--- src/rtl/alu_serial_ctrl.sv ---
// Bit-serial ALU sequencer: drives one external 1-bit ALU slice from LSB to MSB,
// closing the carry ripple through a register and reporting result and flags.
module alu_serial_ctrl #(
  parameter int WIDTH = 32
) (
  input  logic             clk,
  input  logic             reset,
  input  logic             start,
  input  logic [WIDTH-1:0] a,
  input  logic [WIDTH-1:0] b,
  input  logic [2:0]       control,
  output logic             busy,
  output logic             done,
  output logic [WIDTH-1:0] out,
  output logic             carryout,
  output logic             overflow,
  output logic             zero,
  output logic             err,
  output logic             slice_a,
  output logic             slice_b,
  output logic             slice_cin,
  output logic [2:0]       slice_control,
  input  logic             slice_out,
  input  logic             slice_cout
);

  localparam int IW = (WIDTH > 2) ? $clog2(WIDTH) : 1;

  typedef enum logic [1:0] {
    IDLE = 2'd0,
    RUN  = 2'd1,
    DONE = 2'd2
  } state_t;

  state_t           state_r;
  state_t           state_next_s;
  logic [WIDTH-1:0] a_r;
  logic [WIDTH-1:0] b_r;
  logic [2:0]       ctrl_r;
  logic             carry_r;
  logic [IW-1:0]    idx_r;
  logic [WIDTH-1:0] out_r;
  logic [WIDTH-1:0] out_next_s;
  logic             carryout_r;
  logic             overflow_r;
  logic             zero_r;
  logic             err_r;
  logic             busy_r;
  logic             done_r;
  logic             illegal_s;
  logic             arith_s;
  logic             last_s;

  // Opcodes 0 and 1 have no slice meaning; bit 2 clear marks add/sub.
  assign illegal_s = (control[2:1] == 2'b00);
  assign arith_s   = ~ctrl_r[2];
  assign last_s    = (idx_r == IW'(WIDTH - 1));

  assign busy     = busy_r;
  assign done     = done_r;
  assign out      = out_r;
  assign carryout = carryout_r;
  assign overflow = overflow_r;
  assign zero     = zero_r;
  assign err      = err_r;

  // State register.
  always_ff @(posedge clk) begin
    if (reset) begin
      state_r <= IDLE;
    end else begin
      state_r <= state_next_s;
    end
  end

  // Next-state logic.
  always_comb begin
    state_next_s = state_r;
    case (state_r)
      IDLE: begin
        if (start) begin
          state_next_s = illegal_s ? DONE : RUN;
        end else begin
          state_next_s = IDLE;
        end
      end
      RUN: begin
        if (last_s) begin
          state_next_s = DONE;
        end else begin
          state_next_s = RUN;
        end
      end
      DONE:    state_next_s = IDLE;
      default: state_next_s = IDLE;
    endcase
  end

  // Slice drive: only the current bit in RUN, quiet otherwise.
  always_comb begin
    slice_a       = 1'b0;
    slice_b       = 1'b0;
    slice_cin     = 1'b0;
    slice_control = 3'h0;
    if (state_r == RUN) begin
      slice_a       = a_r[idx_r];
      slice_b       = b_r[idx_r];
      slice_cin     = arith_s ? carry_r : 1'b0;
      slice_control = ctrl_r;
    end else begin
      slice_control = 3'h0;
    end
  end

  // Result word with the current slice bit merged in.
  always_comb begin
    out_next_s = out_r;
    if (state_r == RUN) begin
      out_next_s[idx_r] = slice_out;
    end else begin
      out_next_s = out_r;
    end
  end

  // Datapath: operand capture, serial accumulation and flag registers.
  always_ff @(posedge clk) begin
    if (reset) begin
      a_r        <= {WIDTH{1'b0}};
      b_r        <= {WIDTH{1'b0}};
      ctrl_r     <= 3'h0;
      carry_r    <= 1'b0;
      idx_r      <= {IW{1'b0}};
      out_r      <= {WIDTH{1'b0}};
      carryout_r <= 1'b0;
      overflow_r <= 1'b0;
      zero_r     <= 1'b0;
      err_r      <= 1'b0;
      busy_r     <= 1'b0;
      done_r     <= 1'b0;
    end else begin
      busy_r <= (state_next_s == RUN);
      done_r <= (state_next_s == DONE);
      case (state_r)
        IDLE: begin
          if (start) begin
            a_r        <= a;
            b_r        <= b;
            ctrl_r     <= control;
            carry_r    <= (control == 3'h3);
            idx_r      <= {IW{1'b0}};
            out_r      <= {WIDTH{1'b0}};
            carryout_r <= 1'b0;
            overflow_r <= 1'b0;
            err_r      <= illegal_s;
            zero_r     <= illegal_s;
          end else begin
            idx_r <= idx_r;
          end
        end
        RUN: begin
          out_r   <= out_next_s;
          carry_r <= arith_s ? slice_cout : 1'b0;
          if (last_s) begin
            // carry_r here is the carry into the MSB.
            idx_r      <= {IW{1'b0}};
            carryout_r <= arith_s ? slice_cout : 1'b0;
            overflow_r <= arith_s ? (carry_r ^ slice_cout) : 1'b0;
            zero_r     <= (out_next_s == {WIDTH{1'b0}});
          end else begin
            idx_r <= idx_r + IW'(1);
          end
        end
        default: begin
          idx_r <= idx_r;
        end
      endcase
    end
  end

endmodule
--- config.mk ---
export PLATFORM = sky130hd
export DESIGN_NAME = alu_serial_ctrl
export DESIGN_NICKNAME = d
export VERILOG_FILES = /design/src/rtl/alu_serial_ctrl.sv
export SDC_FILE = /design/constraint.sdc
export NUM_CORES = 1
export LEC_CHECK = 0
export ABC_AREA = 1
export BUFFER_PORTS_ARGS = -buffer_cell sky130_fd_sc_hd__clkbuf_2
export CORE_MARGIN = 2
export CORE_UTILIZATION = 55
export CTS_BUF_LIST = sky130_fd_sc_hd__clkbuf_8
export DETAILED_ROUTE_END_ITERATION = 10
export GPL_TIMING_DRIVEN = 0
export PLACE_DENSITY = 0.85
export SYNTH_ARGS = -nofsm -noshare
export SYNTH_HDL_FRONTEND = slang
export SYNTH_SLANG_ARGS = --single-unit
--- constraint.sdc ---
create_clock -name clk -period 3.8 [get_ports clk]
set_input_delay 0.19 -clock clk [delete_from_list [all_inputs] [get_ports clk]]
set_output_delay 0.19 -clock clk [all_outputs]
set_load 0.005 [all_outputs]
# Word level (Yosys, flattened, before mapping)
# Index checks and enable logic that the tools add are counted.
# op_classes
add_sub_neg	1
reduce_logical	8
muxes	34
n_lt_le_gt_ge	2
n_bitwise	1
n_eq_ne	7
# ops
cell	count
$mux W32	2
$pmux W32 S2	1
$bwmux W32	1
$logic_not A32 Y1	1
$mux W1	15
$bmux W1 S5	2
$mux W5	2
$pmux W5 S2	1
$pmux W1 S2	4
$lt A5 B6 Y1 const B	1
$mux W2	3
$add A5 B1 Y5 const B	1
$demux W1 S5	1
$eq A5 B5 Y1 const B	1
$ge A5 B1 Y1 const B	1
$eq A2 B1 Y1 const B	2
$logic_not A2 Y1	2
$ne A2 B2 Y1 const B	2
$pmux W2 S2	1
$reduce_and A2 Y1	2
$eq A3 B2 Y1 const B	1
$mux W3	1
$reduce_and A3 Y1	1
$eq A2 B2 Y1 const B	1
other kinds (3)	3
# totals
ff_bits	113
wordCells	66
out_inout_bits	44

# Longest topological paths before layout
# depth
word_depth	9
depth_mapped	14
mapped_depth_nobuf	13

# Worst setup path after synthesis
# OpenSTA, ideal clock, no wires.
# synth_path
kind	reg2reg
startpoint	reg idx_r[0]
endpoint	reg zero_r (netlist: zero)
slack_ns	1.753
n_path_buf	1
period_less_slack_ns	2.047
setup_time_ns	0.070
path_stages_with_launch	15
t_arrival_ns	1.977
cell_sequence	dfxtp_1 -> clkinv_1 -> clkbuf_1 -> ha_1 -> nand3_1 -> inv_1 -> nand2_1 -> nand2_1 -> nand2_1 -> nand2_1 -> nor2_1 -> nand2_1 -> nor2_1 -> nand3_1 -> a21oi_1
# synth_between
elab_chain_cells	9
# synth_lines
item	line	text
start: declaration	41	logic [IW-1:0] idx_r;
start signal: assignment	132	idx_r <= {IW{1'b0}};
start signal: assignment	150	idx_r <= {IW{1'b0}};
start signal: assignment	157	idx_r <= idx_r;
$lt A5 B6 Y1 (implied by the code) / $ge A5 B1 Y1 (equally long branches)	119	out_next_s[idx_r] = slice_out;
$logic_and A1 B1 Y1 (implied by the code)	119	
$mux W1 (implied by the code)	119	
$demux W1 S5	119	
$bwmux W32	119	
$mux W32	118	if (state_r == RUN) begin
$logic_not A32 Y1	168	zero_r <= (out_next_s == {WIDTH{1'b0}});
$mux W1	163	if (last_s) begin
$pmux W1 S2	143	case (state_r)
end signal: assignment	155	zero_r <= illegal_s;
end signal: assignment	168	
end: declaration	46	logic zero_r;
# Parallel ways exist; a longest one is shown, timed or not. The select of a mux whose other input is x is not followed.
# A chain may end at the register's enable or synchronous reset.

# Worst setup path after layout
# layout_path
startpoint	reg idx_r[1]
endpoint	reg zero_r (netlist: zero)
# The elaborated chain is that of the path after synthesis.

==> impl_metrics.xml <==
<?xml version="1.0" encoding="UTF-8"?>
<metrics>
  <group name="run_status">
    <metric name="status" unit="">finished, final reports clean</metric>
  </group>
  <group name="cts">
    <metric name="clock_tree.htree_level_count" unit="">4</metric>
    <metric name="clk_root_buffer_cell" unit="">sky130_fd_sc_hd__clkbuf_8</metric>
    <metric name="ctsResizeCount" unit="">0</metric>
    <metric name="ctsLongestPathBuffers" unit="">2</metric>
    <metric name="cts_buffers" unit="">17</metric>
    <metric name="clk_pin_slew_worst_paths" unit="ns">0.07</metric>
    <metric name="clk-insertion-delay-late" unit="ns">0.42</metric>
    <metric name="cts_tree" unit="">yes</metric>
    <metric name="cts.sink_count" unit="">113</metric>
  </group>
  <group name="drt">
    <metric name="route.detailed.wl_per_inst" unit="um">14.9</metric>
    <metric name="postRouteAntennaNets" unit="">0</metric>
    <metric name="drt_iter0_drc" unit="">556</metric>
    <metric name="finalWirelength" unit="um">16600</metric>
    <metric name="detailedRoute.firstPassIterationCount" unit="">6</metric>
    <metric name="post-route-drc-count" unit="">0</metric>
    <metric name="route.vias.total" unit="">6134</metric>
    <metric name="vias_per_cell" unit="">5.53</metric>
  </group>
  <group name="yosys">
    <metric name="yosys_register_bits" unit="">113</metric>
    <metric name="yosys.area.top_type" unit="">sky130_fd_sc_hd__dfxtp_1</metric>
    <metric name="synthTopCellsByArea" unit="">sky130_fd_sc_hd__dfxtp_1, sky130_fd_sc_hd__nor2_1, sky130_fd_sc_hd__o21ai_0</metric>
    <metric name="ys_types" unit="">29</metric>
    <metric name="synth_compound_area_frac" unit="">0.211</metric>
    <metric name="main_combinational_cell_family_by_area_after_synthesis" unit="">simple AND/OR/NAND/NOR gates</metric>
    <metric name="synth.net_count" unit="">872</metric>
    <metric name="synth-xor-area-share" unit="">0.00164</metric>
    <metric name="post-synth-top-area-fraction" unit="">0.424</metric>
    <metric name="seq_area_frac_synth" unit="">0.424</metric>
    <metric name="basic_gate_share_of_the_synthesized_area_counting_and_or_nand_and_nor_cells" unit="">0.280</metric>
    <metric name="synth.mux.area_fraction" unit="">0</metric>
    <metric name="synth.yosys.warnings" unit="">0</metric>
    <metric name="synthCells" unit="">794</metric>
    <metric name="syn_area" unit="sq um">5330</metric>
    <metric name="most_frequently_used_cell_type_in_the_post_synthesis_netlist" unit="">sky130_fd_sc_hd__nor2_1</metric>
    <metric name="async_reset_ff_frac" unit="">0</metric>
    <metric name="synth_ff_type" unit="">sky130_fd_sc_hd__dfxtp_1</metric>
    <metric name="ys_top_cells_by_count" unit="">sky130_fd_sc_hd__nor2_1, sky130_fd_sc_hd__o21ai_0, sky130_fd_sc_hd__dfxtp_1</metric>
    <metric name="synth-edff-count" unit="">0</metric>
    <metric name="yosys.area_share.adder" unit="">0.0141</metric>
    <metric name="synth_area_per_cell" unit="sq um">6.72</metric>
  </group>
  <group name="setup_path">
    <metric name="criticalPathCategory" unit="">reg -&gt; reg</metric>
    <metric name="timing.critical_path.fanout_max" unit="">12</metric>
    <metric name="worst_ep_required_time" unit="ns">4.16</metric>
    <metric name="crit_path_max_incr_delay" unit="ns">0.49</metric>
    <metric name="crit_chain" unit="">inv_1 -&gt; clkbuf_1 -&gt; ha_1 -&gt; nand3_1 -&gt; inv_2 -&gt; nand3_1 -&gt; nand2_1 -&gt; nand2_1 -&gt; nor2_1 -&gt; nand2_1 -&gt; nor2_1 -&gt; nand3_1 -&gt; a21oi_1</metric>
    <metric name="critPathLaunchType" unit="">flip-flop</metric>
    <metric name="endpoint_kind" unit="">flip-flop</metric>
    <metric name="crit_path_top_delay_cell" unit="">sky130_fd_sc_hd__clkbuf_1</metric>
    <metric name="cp_data_arrival_time" unit="ns">3.37</metric>
  </group>
  <group name="power_and_ir_drop">
    <metric name="power.static_leakage" unit="nW">3.07</metric>
    <metric name="irDropWorstVdd" unit="mV">0.256</metric>
    <metric name="power_per_cell_area" unit="nW/um^2">410</metric>
    <metric name="total_power" unit="mW">2.80</metric>
  </group>
  <group name="floorplanning">
    <metric name="floorplan.die.height" unit="um">102</metric>
    <metric name="overall_die_width" unit="um">102</metric>
    <metric name="ios" unit="">116</metric>
    <metric name="area_of_the_die" unit="sq um">10500</metric>
    <metric name="floorplan.initialDensity" unit="">0.572</metric>
    <metric name="core_area" unit="sq um">9330</metric>
    <metric name="floorplan.rows" unit="">35</metric>
  </group>
  <group name="finish">
    <metric name="fin_nets" unit="">1045</metric>
    <metric name="area_growth_syn_to_layout" unit="%">28.3</metric>
    <metric name="fillCellCount" unit="">758</metric>
    <metric name="diodes" unit="">0</metric>
    <metric name="fraction_of_final_layout_cells_with_drive_strength_greater_than_1" unit="">0.162</metric>
  </group>
  <group name="timing">
    <metric name="timing.setup.tns" unit="ns">0</metric>
    <metric name="final.setup_skew" unit="ns">0.00577</metric>
    <metric name="finalSetupViolations" unit="">0</metric>
    <metric name="timing.final.max_slew_violations" unit="">0</metric>
    <metric name="report.final.hold_viol_count" unit="">0</metric>
    <metric name="min_period_over_period" unit="">0.794</metric>
    <metric name="fin_crit" unit="ns">3.02</metric>
    <metric name="worst_slew_margin_rel" unit="">0.575</metric>
    <metric name="worst_max_slew_pin_slew" unit="ns">0.638</metric>
    <metric name="rsz0062_at_grt" unit="">false</metric>
    <metric name="max_freq" unit="MHz">331</metric>
  </group>
  <group name="placed_design">
    <metric name="dp.final_hpwl" unit="um">11100</metric>
    <metric name="port_buffers" unit="">115</metric>
    <metric name="finalWeightedCongestion" unit="">0.945</metric>
  </group>
  <group name="global_route">
    <metric name="groute.usage.overall" unit="">0.327</metric>
    <metric name="gr-total-overflow" unit="">0</metric>
    <metric name="antenna_found_initial" unit="">0</metric>
    <metric name="grt_first_pass_wirelength" unit="um">26800</metric>
    <metric name="pin_count_of_the_biggest_net_entering_global_routing" unit="">17</metric>
    <metric name="grt_pass1_vias" unit="">5782</metric>
  </group>
  <group name="run">
    <metric name="max-cap-violations" unit="">0</metric>
  </group>
  <group name="worst_hold_path">
    <metric name="worstHoldPathType" unit="">in -&gt; reg</metric>
  </group>
</metrics>
==> layout by cell type (no fill, tap or decap), types with 5 or more instances in the layout <==
cell type,instances
sky130_fd_sc_hd__a21oi_1,34
sky130_fd_sc_hd__a22o_1,8
sky130_fd_sc_hd__a2bb2oi_1,14
sky130_fd_sc_hd__clkbuf_1,37
sky130_fd_sc_hd__clkbuf_2,116
sky130_fd_sc_hd__clkbuf_8,17
sky130_fd_sc_hd__clkinvlp_4,5
sky130_fd_sc_hd__dfxtp_1,113
sky130_fd_sc_hd__dlygate4sd3_1,39
sky130_fd_sc_hd__ha_1,6
sky130_fd_sc_hd__inv_1,43
sky130_fd_sc_hd__nand2_1,105
sky130_fd_sc_hd__nand3_1,47
sky130_fd_sc_hd__nor2_1,218
sky130_fd_sc_hd__o21ai_0,124
sky130_fd_sc_hd__o22ai_1,16
==> sequential cells by signal, summed over array words and instances, names as in the netlist, 2 cells and up <==
| name | count |
|---|---|
| a_r | 32 |
| b_r | 32 |
| out | 32 |
| idx_r | 5 |
| ctrl_r | 3 |
| state_r | 2 |
==> through the flow <==
stage / setup WS (ns) / cell area (sq um) / cells / util / hold WS [ns]
2_1_floorplan: 1.75 / 5330 / 794 / - / 0.325
3_3_place_gp: 0.886 / 6070 / 1038 / 0.651 / 0.414
3_5_place_dp: 0.876 / 6070 / 1038 / 0.651 / 0.416
4_1_cts: 0.871 / 6840 / 1109 / 0.733 / 0.000762
5_1_grt: 0.634 / 6840 / 1109 / 0.733 / 0.00417
6_report: 0.782 / 6840 / 1109 / 0.733 / 0.00986
==> path summary, 6_finish.rpt <==
| kind | end | start | slack (ns) | depth (start not counted) |
|---|---|---|---|---|
| hold / removal | a_r[7] | a[7] | 0.01 | 3 |
| hold reg to reg | ctrl_r[1] | ctrl_r[1] | 0.46 | 2 |
| setup / recovery | zero | idx_r[1] | 0.78 | 13 |
| setup reg to reg | zero | idx_r[1] | 0.78 | 13 |
==> report_power, final <==
part	switching, mW	leakage [nW]	internal, mW	total [mW]
registers	0.0413	0.928	1.26	1.30
clock network	0.516	0.186	0.576	1.09
logic	0.255	1.96	0.156	0.411
total	0.813	3.07	1.99	2.80
==> worst max-delay path: cells and delay by family, from the launching register on <==
kind            cells  cell delay (ns)
buf+inv             3             1.07
compound gates      1             0.13
simple gates        8             1.07
flops               1             0.44
fa+ha+maj           1             0.25
==> final cells by class <==
cell class	instances	area (sq um)	area share
plain buffers	46	189	0.0276
inverters	47	176	0.0258
flip-flops and latches	113	2260	0.331
clock inverters	15	146	0.0214
repair buffers	154	966	0.141
multi-input cells	588	2710	0.395
well taps	129	161	0.0236
clock buffers	17	234	0.0342
==> kinds of logic (layout without fill, tap and decap cells) <==
family          Yosys count  in the layout
compound gates          203            203
xor+xnor                  1              1
fa+ha+maj                 6              6
buf+inv                  93            279
flops                   113            113
simple gates            378            378
==> per-layer routing <==
metal | vias to the layer above | global-route usage | part of all wire | routed length (um)
met4 | 0 | 0.152 | 0.033 | 540
met2 | 335 | 0.549 | 0.48 | 7880
met1 | 2773 | 0.403 | 0.41 | 6740
li1 | 2967 | - | - | -
met5 | - | 0 | 0 | 0
met3 | 59 | 0.0670 | 0.085 | 1410
==> repair_timing <==
action / CTS / global route
endpoints found under the hold margin: 39 / 0
hold buffers: 39 / 0
buffers inserted: 0 / 0
Power figures use the tool's default switching activity.
